[config.mk]
export PLATFORM = sky130hd
export DESIGN_NAME = serial_add_ctrl
export DESIGN_NICKNAME = d
export VERILOG_FILES = /design/src/rtl/serial_add_pkg.sv /design/src/rtl/full_adder.sv /design/src/rtl/serial_add_ctrl.sv
export SDC_FILE = /design/constraint.sdc
export NUM_CORES = 1
export LEC_CHECK = 0
export ABC_CLOCK_PERIOD_IN_PS = 4670
export CAP_MARGIN = 20
export CORE_MARGIN = 2
export CORE_UTILIZATION = 30
export CTS_BUF_LIST = sky130_fd_sc_hd__clkbuf_2 sky130_fd_sc_hd__clkbuf_4 sky130_fd_sc_hd__clkbuf_8
export DETAILED_ROUTE_END_ITERATION = 10
export GPL_ROUTABILITY_DRIVEN = 0
export SLEW_MARGIN = 20
export SYNTH_ARGS = -nofsm -noshare
export SYNTH_HDL_FRONTEND = slang
export SYNTH_SLANG_ARGS = --single-unit
[constraint.sdc]
create_clock -name clk_i -period 4.67 [get_ports clk_i]
set_input_delay 0.934 -clock clk_i [delete_from_list [all_inputs] [get_ports clk_i]]
set_output_delay 0.934 -clock clk_i [all_outputs]
set_load 0.01 [all_outputs]
[src/rtl/serial_add_pkg.sv]
// Shared definitions for the bit-serial adder controller.
//   state_e      : controller FSM states
//   DefaultWidth : default operand/result width
//   MinWidth / MaxWidth, width_ok() : legal WIDTH range and its check
package serial_add_pkg;

  typedef enum logic [1:0] {
    StIdle = 2'd0,
    StRun  = 2'd1,
    StDone = 2'd2
  } state_e;

  localparam int unsigned DefaultWidth = 8;
  localparam int unsigned MinWidth     = 2;
  localparam int unsigned MaxWidth     = 64;

  function automatic bit width_ok(input int unsigned w);
    return (w >= MinWidth) && (w <= MaxWidth);
  endfunction

endpackage

[src/rtl/full_adder.sv]
// One-bit full-adder cell, purely combinational.
//   abc_i  : packed inputs, bit0 = a, bit1 = b, bit2 = carry-in
//   sum_o  : a ^ b ^ carry-in
//   cout_o : majority(a, b, carry-in)
module full_adder (
  input  logic [2:0] abc_i,
  output logic       sum_o,
  output logic       cout_o
);

  assign sum_o  = ^abc_i;
  assign cout_o = (abc_i[0] & abc_i[1]) | (abc_i[0] & abc_i[2]) | (abc_i[1] & abc_i[2]);

endmodule

[src/rtl/serial_add_ctrl.sv]
// Bit-serial adder controller: sequences one full_adder cell over WIDTH cycles
// to produce {cout_o, sum_o} = a_i + b_i + cin_i.
//   clk_i, rst_i            : clock, synchronous active-high reset
//   in_valid_i / in_ready_o : operand handshake (ready only in idle)
//   a_i, b_i, cin_i         : operands, captured on the input handshake
//   out_valid_o / out_ready_i : result handshake (valid only in done)
//   sum_o, cout_o           : result, held while out_valid_o is high
//   ovf_o                   : signed overflow, present only with SERIAL_ADD_OVF_EN
//   busy_o                  : operation in progress (run or done)
// Build option: define SERIAL_ADD_OVF_EN to add the ovf_o output.
module serial_add_ctrl
  import serial_add_pkg::*;
#(
  parameter int unsigned WIDTH = DefaultWidth
) (
  input  logic             clk_i,
  input  logic             rst_i,
  input  logic             in_valid_i,
  output logic             in_ready_o,
  input  logic [WIDTH-1:0] a_i,
  input  logic [WIDTH-1:0] b_i,
  input  logic             cin_i,
  output logic             out_valid_o,
  input  logic             out_ready_i,
  output logic [WIDTH-1:0] sum_o,
  output logic             cout_o,
`ifdef SERIAL_ADD_OVF_EN
  output logic             ovf_o,
`endif
  output logic             busy_o
);

  localparam int unsigned CntW = $clog2(WIDTH);
  localparam logic [CntW-1:0] LastBit = CntW'(WIDTH - 1);

  if (!width_ok(WIDTH)) begin : gen_width_check
    $error("serial_add_ctrl: WIDTH out of range 2..64");
  end

  state_e           state_q;
  logic [WIDTH-1:0] a_sh_q;
  logic [WIDTH-1:0] b_sh_q;
  logic [WIDTH-1:0] sum_sh_q;
  logic             carry_q;
  logic [CntW-1:0]  cnt_q;
  logic             in_ready_q;
  logic             out_valid_q;
  logic             busy_q;

  logic fa_sum;
  logic fa_cout;

  full_adder u_fa (
    .abc_i  ({carry_q, b_sh_q[0], a_sh_q[0]}),
    .sum_o  (fa_sum),
    .cout_o (fa_cout)
  );

`ifdef SERIAL_ADD_OVF_EN
  logic ovf_q;
`endif

  // Handshake flags are registered alongside the state so that every output
  // comes straight from a flop; in_ready_q stays low for the reset cycle.
  always_ff @(posedge clk_i) begin
    if (rst_i) begin
      state_q     <= StIdle;
      a_sh_q      <= '0;
      b_sh_q      <= '0;
      sum_sh_q    <= '0;
      carry_q     <= 1'b0;
      cnt_q       <= '0;
      in_ready_q  <= 1'b0;
      out_valid_q <= 1'b0;
      busy_q      <= 1'b0;
`ifdef SERIAL_ADD_OVF_EN
      ovf_q       <= 1'b0;
`endif
    end else begin
      unique case (state_q)
        StIdle: begin
          if (in_valid_i && in_ready_q) begin
            a_sh_q     <= a_i;
            b_sh_q     <= b_i;
            carry_q    <= cin_i;
            cnt_q      <= '0;
            in_ready_q <= 1'b0;
            busy_q     <= 1'b1;
            state_q    <= StRun;
          end else begin
            in_ready_q <= 1'b1;
          end
        end
        StRun: begin
          // LSB-first: sum bits enter at the MSB and drift down to bit 0.
          a_sh_q   <= a_sh_q >> 1;
          b_sh_q   <= b_sh_q >> 1;
          sum_sh_q <= {fa_sum, sum_sh_q[WIDTH-1:1]};
          carry_q  <= fa_cout;
          if (cnt_q == LastBit) begin
            out_valid_q <= 1'b1;
            state_q     <= StDone;
`ifdef SERIAL_ADD_OVF_EN
            // Carry into the MSB xor carry out of the MSB.
            ovf_q       <= carry_q ^ fa_cout;
`endif
          end else begin
            cnt_q <= cnt_q + CntW'(1);
          end
        end
        StDone: begin
          if (out_ready_i) begin
            out_valid_q <= 1'b0;
            busy_q      <= 1'b0;
            in_ready_q  <= 1'b1;
            state_q     <= StIdle;
          end
        end
        default: begin
          state_q <= StIdle;
        end
      endcase
    end
  end

  assign in_ready_o  = in_ready_q;
  assign out_valid_o = out_valid_q;
  assign busy_o      = busy_q;
  assign sum_o       = sum_sh_q;
  assign cout_o      = carry_q;
`ifdef SERIAL_ADD_OVF_EN
  assign ovf_o       = ovf_q;
`endif

endmodule

## Word level (Yosys, flattened, before mapping)

Cells that the tools add are included.

- Register bits: 33
- Input port bits: 21
- Output and inout port bits: 12
- Logic and storage cells: 55

- Add/sub/neg operators: 1
- Eq/ne operators: 7
- Mux-type cells: 21
- Bitwise logic cells: 5
- Reduce and logical (&&, ||, !) cells: 12

Operators by type and width:

| kind | number |
|---|---|
| 8-bit one-hot mux with 2 select lines | 2 |
| 8-bit two-way mux | 2 |
| 3-bit AND reduction | 4 |
| 2-bit inequality test, second input constant | 4 |
| 1-bit one-hot mux with 2 select lines | 4 |
| 1-bit two-way mux | 6 |
| 2-bit two-way mux | 3 |
| 3-bit two-way mux | 2 |
| 2-bit one-hot mux with 3 select lines | 1 |
| 3-bit one-hot mux with 2 select lines | 1 |
| 2-bit nonzero test | 3 |
| 2-bit AND reduction | 2 |
| 3-bit by 1-bit adder with 3-bit output, second input constant | 1 |
| 1-bit bitwise AND | 3 |
| 3-bit == test, second input constant | 1 |
| 3-bit XOR reduction | 1 |
| 2-bit by 1-bit == test with 1-bit output, second input constant | 1 |
| 2-bit == test, second input constant | 1 |
| 2-bit logical NOT | 1 |
| 1-bit OR | 2 |
| 1-bit logical AND | 1 |

## Logic depth before layout (Yosys ltp)

Gate-level depths: netlist of run 1.

- Depth in word-level cells: 4
- Mapped depth: 6

## Modules after synthesis

A second synthesis of run 1 with hierarchy kept.

- Cells, all modules: 191
- Area, all modules: 1585.3 µm²

Modules (own cells, without submodules):

| module | times used | cells an instance | area an instance (µm²) | sequential area each (µm²) |
|---|---|---|---|---|
| serial_add_ctrl | 1 | 190 | 1565.3 | 660.6 |
| full_adder | 1 | 1 | 20.0 | 0.0 |

## Worst setup path after synthesis of run 1

OpenSTA, ideal clock, no wires.

- Path type: in2reg
- Start point: input in_valid_i
- End point: register b_sh_q[0]
- Arrival time: 1.687 ns
- Data required time: 4.548 ns
- Slack: 2.862 ns
- Cell stages on the path: 4
- Path buffers: 1
- Path through: a21oi_1 clkbuf_1 o21bai_1 o311a_1

- Word-level cells in the longest chain between the ends: 3

Ends and longest elaborated chain:

| what | RTL line | source |
|---|---|---|
| start: declaration | serial_add_ctrl.sv:18 | `input logic in_valid_i,` |
| 1-bit logical AND | serial_add_ctrl.sv:82 | `if (in_valid_i && in_ready_q) begin` |
| 2-bit inequality test (no source line) | - |  |
| 2-bit AND reduction (no source line) | - |  |
| end signal: assignment | serial_add_ctrl.sv:84 | `b_sh_q <= b_i;` |
| end signal: assignment | serial_add_ctrl.sv:97 | `b_sh_q <= b_sh_q >> 1;` |
| end: declaration | serial_add_ctrl.sv:42 | `logic [WIDTH-1:0] b_sh_q;` |

No other way between the ends.
A chain may end at the register's enable or synchronous reset.

## Worst setup path in the final report of run 1

- Start point: input rst_i
- End point: register b_sh_q[2]

RTL lines:

| what | RTL line | source |
|---|---|---|
| start: declaration | serial_add_ctrl.sv:17 | `input logic rst_i,` |

No word-level cell between the ends.

==> results of run 1 <==
## per-stage QoR
stage                     power (uW)  hold slack [ns]  cells
after floorplan                404.4           0.4491    161
after global placement         438.5           0.4465    249
after detailed placement       439.2           0.4575    249
after CTS                      650.0           0.4666    257
after global routing           678.0           0.4941    257
final                          641.1           0.4667    257
## flip-flops by register name (all words and copies together), names as in the netlist
name / flops
sum_o: 8
state_q: 2
cout_o: 1
busy_o: 1
b_sh_q: 8
cnt_q: 3
in_ready_o: 1
a_sh_q: 8
out_valid_o: 1
## worst max-delay path, stage by stage
cell and delay [ns]:
clkdlybuf4s50_1 0.92, inv_1 0.45, o311a_1 0.22
## synth_stat cells, types with 2 or more instances
| cell type | instances |
|---|---|
| o311a_1 | 15 |
| mux2_2 | 3 |
| clkbuf_1 | 9 |
| o21bai_1 | 15 |
| nand2_1 | 18 |
| buf_6 | 4 |
| nand3b_1 | 2 |
| nand2b_1 | 4 |
| inv_1 | 3 |
| nor3_1 | 2 |
| buf_2 | 2 |
| nand3_1 | 2 |
| nor2_1 | 4 |
| a21oi_1 | 18 |
| ha_1 | 3 |
| mux2_4 | 12 |
| a32oi_1 | 2 |
| dfxtp_1 | 33 |
| o21ai_0 | 2 |
## final timing paths
check | startpoint | end | slack [ns] | depth (start not counted)
worst max register to register | state_q[0]$_SDFFE_PP0P_ | cnt_q[2]$_SDFFE_PP0P_ | 2.98 | 3
worst max-delay path | rst_i | b_sh_q[2]$_SDFFE_PP0P_ | 2.31 | 3
worst min-delay path | sum_o[0]$_SDFFE_PP0N_ | sum_o[0]$_SDFFE_PP0N_ | 0.47 | 2
worst min register to register | sum_o[0]$_SDFFE_PP0N_ | sum_o[0]$_SDFFE_PP0N_ | 0.47 | 2
## report_power, final
| part | total (uW) | switching, uW | leakage (uW) | internal [uW] |
|---|---|---|---|---|
| Clock | 209 | 100 | 0.0000484 | 109 |
| Combinational | 117 | 47.8 | 0.000477 | 68.9 |
| Sequential | 315 | 13.5 | 0.000270 | 302 |
## cell families (layout without fill, tap and decap cells)
kind of cell    after synthesis  in the layout  share of synthesized area
simple gates                 35             35                     0.1071
compound gates               55             55                     0.2506
buf+inv                      19             45                    0.06439
mux                          15             15                     0.1327
flops                        33             33                     0.4096
fa+ha+maj                     4              4                    0.03569
## layer usage
layer / global-route usage / routed length [um] / share of wire
met5: 0 / 0 / 0
met4: 0.04286 / 46 / 0.014
met3: 0.03882 / 129 / 0.041
met2: 0.1670 / 1350 / 0.42
met1: 0.1541 / 1650 / 0.52
## final cells by class
| cell class | instances | area [um^2] | area share |
|---|---|---|---|
| multi-input cells | 109 | 852.1 | 0.4191 |
| flip-flops and latches | 33 | 660.6 | 0.3249 |
| repair buffers | 34 | 335.3 | 0.1649 |
| well taps | 70 | 87.58 | 0.04308 |
| clock buffers | 6 | 76.32 | 0.03754 |
| inverters | 3 | 11.26 | 0.005538 |
| clock inverters | 2 | 10.01 | 0.004923 |
==> flow_metrics.tcl, run 1 <==
set metrics [dict create \
    synthDistinctLibCells 27 \
    period_share 0.5053 \
    core_area_mm2 0.005140 \
    grt_pass1_vias 1178 \
    place_area_mm2 0.001947 \
    fin_setup_tns_ns 0 \
    leakage_uw 0.0007952 \
    mostFrequentLayoutCell "dfxtp_1" \
    hold_class "flop to flop" \
    synthToLayoutAreaGrowth_pct 26.07 \
    drcViolationCount 0 \
    peakVddDrop_uv 137.0 \
    grt_pass1_wl_um 5451 \
    synth_warnings 0 \
    vias_per_cell 4.798 \
    maxSlewHeadroom 0.4763 \
    cts_buffers 5 \
    die-height_um 77.32 \
    wl_per_cell_um 12.36 \
    antenna_found_initial 0 \
    synth_ff_type "dfxtp_1" \
    synthArstFlopShare 0 \
    clock_path_buffers 2 \
    clk_pin_slew_ns 0.07 \
    powerDensity_mw_per_mm2 315.3 \
    synth_seq_cells 33 \
    firstDrtPassIters 4 \
    hold_viol_final 0 \
    period_minus_slack_ns 2.360 \
    synth_top_cells_by_area "dfxtp_1, mux2_4, o311a_1" \
    drt-total-wl_um 3177 \
    ctsHoldBuffers 0 \
    grt_max_degree 43 \
    finalMaxSlewViolations 0 \
    crit_required_ns 4.84 \
    fin_util 0.3956 \
    io_buffers 32 \
    fill_cells 559 \
    tightest_slew_ns 0.7840 \
    io_pins 33 \
    synth_seq_area_share 0.4096 \
    worstSetupPathType "input pin to flop" \
    start_util 0.3138 \
    nets 211 \
    setup_viol 0 \
    cp-start-kind "input pin" \
    yosysTopAreaCellShare 0.4096 \
    n_antenna_cell 0 \
    clkLatencyLatePin_ns 0.28 \
    rsz0062_at_grt "no" \
    dp_hpwl_um 2008 \
    cts_tree "built" \
    die_w_um 77.32 \
    worst_slack_ns 2.310 \
    syn-cell-area_mm2 0.001613 \
    drt_iter0_drc 67 \
    die-area_mm2 0.005978 \
    ant_nets 0 \
    fin_area_mm2 0.002033 \
    syn_nets 186 \
    post-cts-setup-buffers 0 \
    globalRouteTotalUtil 0.1140 \
    synth_edf_count 0 \
    critPathArrivalTime_ns 2.53 \
    grt-ovfl-total 0 \
    syn_avg_cell_area_um2 10.02 \
    cts-root-buf "clkbuf_8" \
    dpl_worst_slack_ns 1.982 \
    h-tree-depth 2 \
    final_layout_size_suffix_gt1_frac 0.1444 \
    cts.sinks 33 \
    final.setup_skew_ns 0.004712 \
    route.vias.total 1233 \
    final_cell_mix "dfxtp_1, clkdlybuf4s50_1, nand2_1" \
    max_cap_viol_count 0 \
    status "finished clean" \
    fmax_ghz 0.4238 \
    syn_inst 161 \
    cp_max_fo 19 \
    cts_resized 0 \
    num_rows 26 \
    end_kind "flop" \
    yosysTopAreaCell "dfxtp_1" \
]
(Power assumes the default switching activity.)
==> run 2, diff against run 1 <==
--- a/config.mk
+++ b/config.mk
@@ -5,7 +5,7 @@
 export SDC_FILE = /design/constraint.sdc
 export NUM_CORES = 1
 export LEC_CHECK = 0
-export ABC_CLOCK_PERIOD_IN_PS = 4670
+export ABC_CLOCK_PERIOD_IN_PS = 1900
 export CAP_MARGIN = 20
 export CORE_MARGIN = 2
 export CORE_UTILIZATION = 30
==> constraint.sdc (replaced) <==
create_clock -name clk_i -period 1.9 [get_ports clk_i]
set_input_delay 0.38 -clock clk_i [delete_from_list [all_inputs] [get_ports clk_i]]
set_output_delay 0.38 -clock clk_i [all_outputs]
set_load 0.01 [all_outputs]
==> run 2 against run 1 <==
  * Clock power grew to 3.3 times the previous value
  * Clock-buffer cell count is 1 higher
  * Combinational power grew to 2.6 times the previous value
  * Sequential cell count stayed put
  * Die area stayed put
  * Core utilization is 1.5 points higher
  * Highest routed layer unchanged
  * Largest cell class unchanged
  * Clock skew hardly changed
  * Critical path depth is 2 lower
==> flow_metrics.tcl, run 2 (synthesis gave the netlist of run 1 again) <==
set metrics [dict create \
    grt_max_degree 43 \
    drcViolationCount 0 \
    powerDensity_mw_per_mm2 835.2 \
    dp_hpwl_um 2052 \
    worstSetupPathType "flop to output pin" \
    num_rows 26 \
    final_layout_size_suffix_gt1_frac 0.1623 \
    crit_chain "clkdlybuf4s50_1" \
    n_antenna_cell 0 \
    cts_buffers 5 \
    period_minus_slack_ns 1.635 \
    multi_input_area_um2 852.1 \
    slowest_stage "clkdlybuf4s50_1" \
    cp_max_fo 5 \
    route.met2.wl_um 1348 \
    whs_path_depth 2 \
    maxSlewHeadroom 0.6742 \
    ctsHoldBuffers 0 \
    cp-start-kind "flop" \
    clock_path_buffers 2 \
    reg2reg_to "cout_o$_SDFFE_PP0P_" \
    hp-start "sum_o[0]$_SDFFE_PP0N_" \
    die-area_mm2 0.005978 \
    start_util 0.3138 \
    top_layer "met4" \
    setup_viol 0 \
    finalPower_uw 1762 \
    period_share 0.8607 \
    critPathMaxStageDelay_ns 0.57 \
    cts_resized 0 \
    firstDrtPassIters 5 \
    mostFrequentLayoutCell "dfxtp_1" \
    max_cap_viol_count 0 \
    h-tree-depth 2 \
    tightest_slew_ns 0.4881 \
    cp_top_family "buffers and inverters" \
    regArea_um2 660.6 \
    vias_per_cell 4.858 \
    globalRouteTotalUtil 0.1111 \
    rsz0062_at_grt "no" \
    clk_pin_slew_ns 0.07 \
    drt_iter0_drc 75 \
    hold_viol_final 0 \
    crit_buf_inv 1 \
    finalMaxSlewViolations 0 \
    grt-ovfl-total 0 \
    min_to "sum_o[0]$_SDFFE_PP0N_" \
    synthToLayoutAreaGrowth_pct 30.80 \
    drt-total-wl_um 3192 \
    cts-root-buf "clkbuf_8" \
    grt_pass1_vias 1238 \
    grt_pass1_wl_um 5402 \
    clkLatencyLatePin_ns 0.28 \
    peakVddDrop_uv 370.5 \
    met3WireLength_um 167 \
    route.vias.total 1268 \
    final_cell_mix "dfxtp_1, clkdlybuf4s50_1, nand2_1" \
    critPathArrivalTime_ns 1.26 \
    antenna_found_initial 0 \
    ant_nets 0 \
    die-height_um 77.32 \
    wl_per_cell_um 12.23 \
    nets 215 \
    reg2regPathDepth 3 \
    leakage_uw 0.0008346 \
    r2r_setup_slack_ns 0.43 \
    final.setup_skew_ns 0.004841 \
    core_area_mm2 0.005140 \
    fin_area_mm2 0.002110 \
    io_buffers 32 \
    io_pins 33 \
    met1Wirelength_um 1597 \
    post-cts-setup-buffers 0 \
    fin_setup_tns_ns 0 \
    cts.sinks 33 \
    fill_cells 534 \
    status "finished clean" \
    fmax_ghz 0.6115 \
    cts_tree "built" \
    r2r_start "state_q[1]$_SDFFE_PP0P_" \
    hold_class "flop to flop" \
    place_area_mm2 0.001989 \
    die_w_um 77.32 \
    end_kind "output pin" \
    crit_required_ns 1.52 \
]
==> run 2: area by class of cell <==
class / count / share of cell area
inverters: 3 / 0.005338
clock inverters: 1 / 0.01423
multi-input cells: 109 / 0.4039
clock buffers: 7 / 0.04270
well taps: 70 / 0.04152
flip-flops and latches: 33 / 0.3132
repair buffers: 38 / 0.1791
==> run 2: power by group <==
| part | leakage (uW) | total [uW] | switching (uW) | internal, uW |
|---|---|---|---|---|
| clock network | 0.0000619 | 683 | 242 | 441 |
| logic | 0.000503 | 308 | 125 | 183 |
| registers | 0.000270 | 771 | 28.7 | 742 |
==> run 2: stage by stage <==
stage                       util  setup slack [ns]  instances  hold WS, ns
after CTS                 0.4104            0.2505        261       0.4714
after global placement    0.3871            0.3005        253       0.4512
final                     0.4104            0.2646        261       0.4598
after detailed placement  0.3871            0.2835        253       0.4621
after global routing      0.4104            0.2057        261       0.4882
after floorplan                -            0.4302        161       0.4491
==> run 2: worst max-delay path by stage <==
| stage | from | to | slack, ns | cells after the start |
|---|---|---|---|---|
| detailed placement | in_valid_i | b_sh_q[7]$_SDFFE_PP0P_ | 0.28 | 5 |
| global placement | in_valid_i | b_sh_q[7]$_SDFFE_PP0P_ | 0.30 | 5 |
| finish | in_ready_o$_SDFFE_PP0P_ | in_ready_o | 0.26 | 1 |
| floorplan | state_q[1]$_SDFFE_PP0P_ | a_sh_q[0]$_SDFFE_PP0P_ | 0.43 | 6 |
| global route | in_ready_o$_SDFFE_PP0P_ | in_ready_o | 0.21 | 1 |
| CTS | in_ready_o$_SDFFE_PP0P_ | in_ready_o | 0.25 | 1 |
==> run 2: per-layer routing <==
metal | global-route usage | up-vias
met3 | 0.02588 | 7
li1 | - | 645
met4 | 0.05893 | 0
met5 | 0 | -
met2 | 0.1643 | 36
met1 | 0.1492 | 580
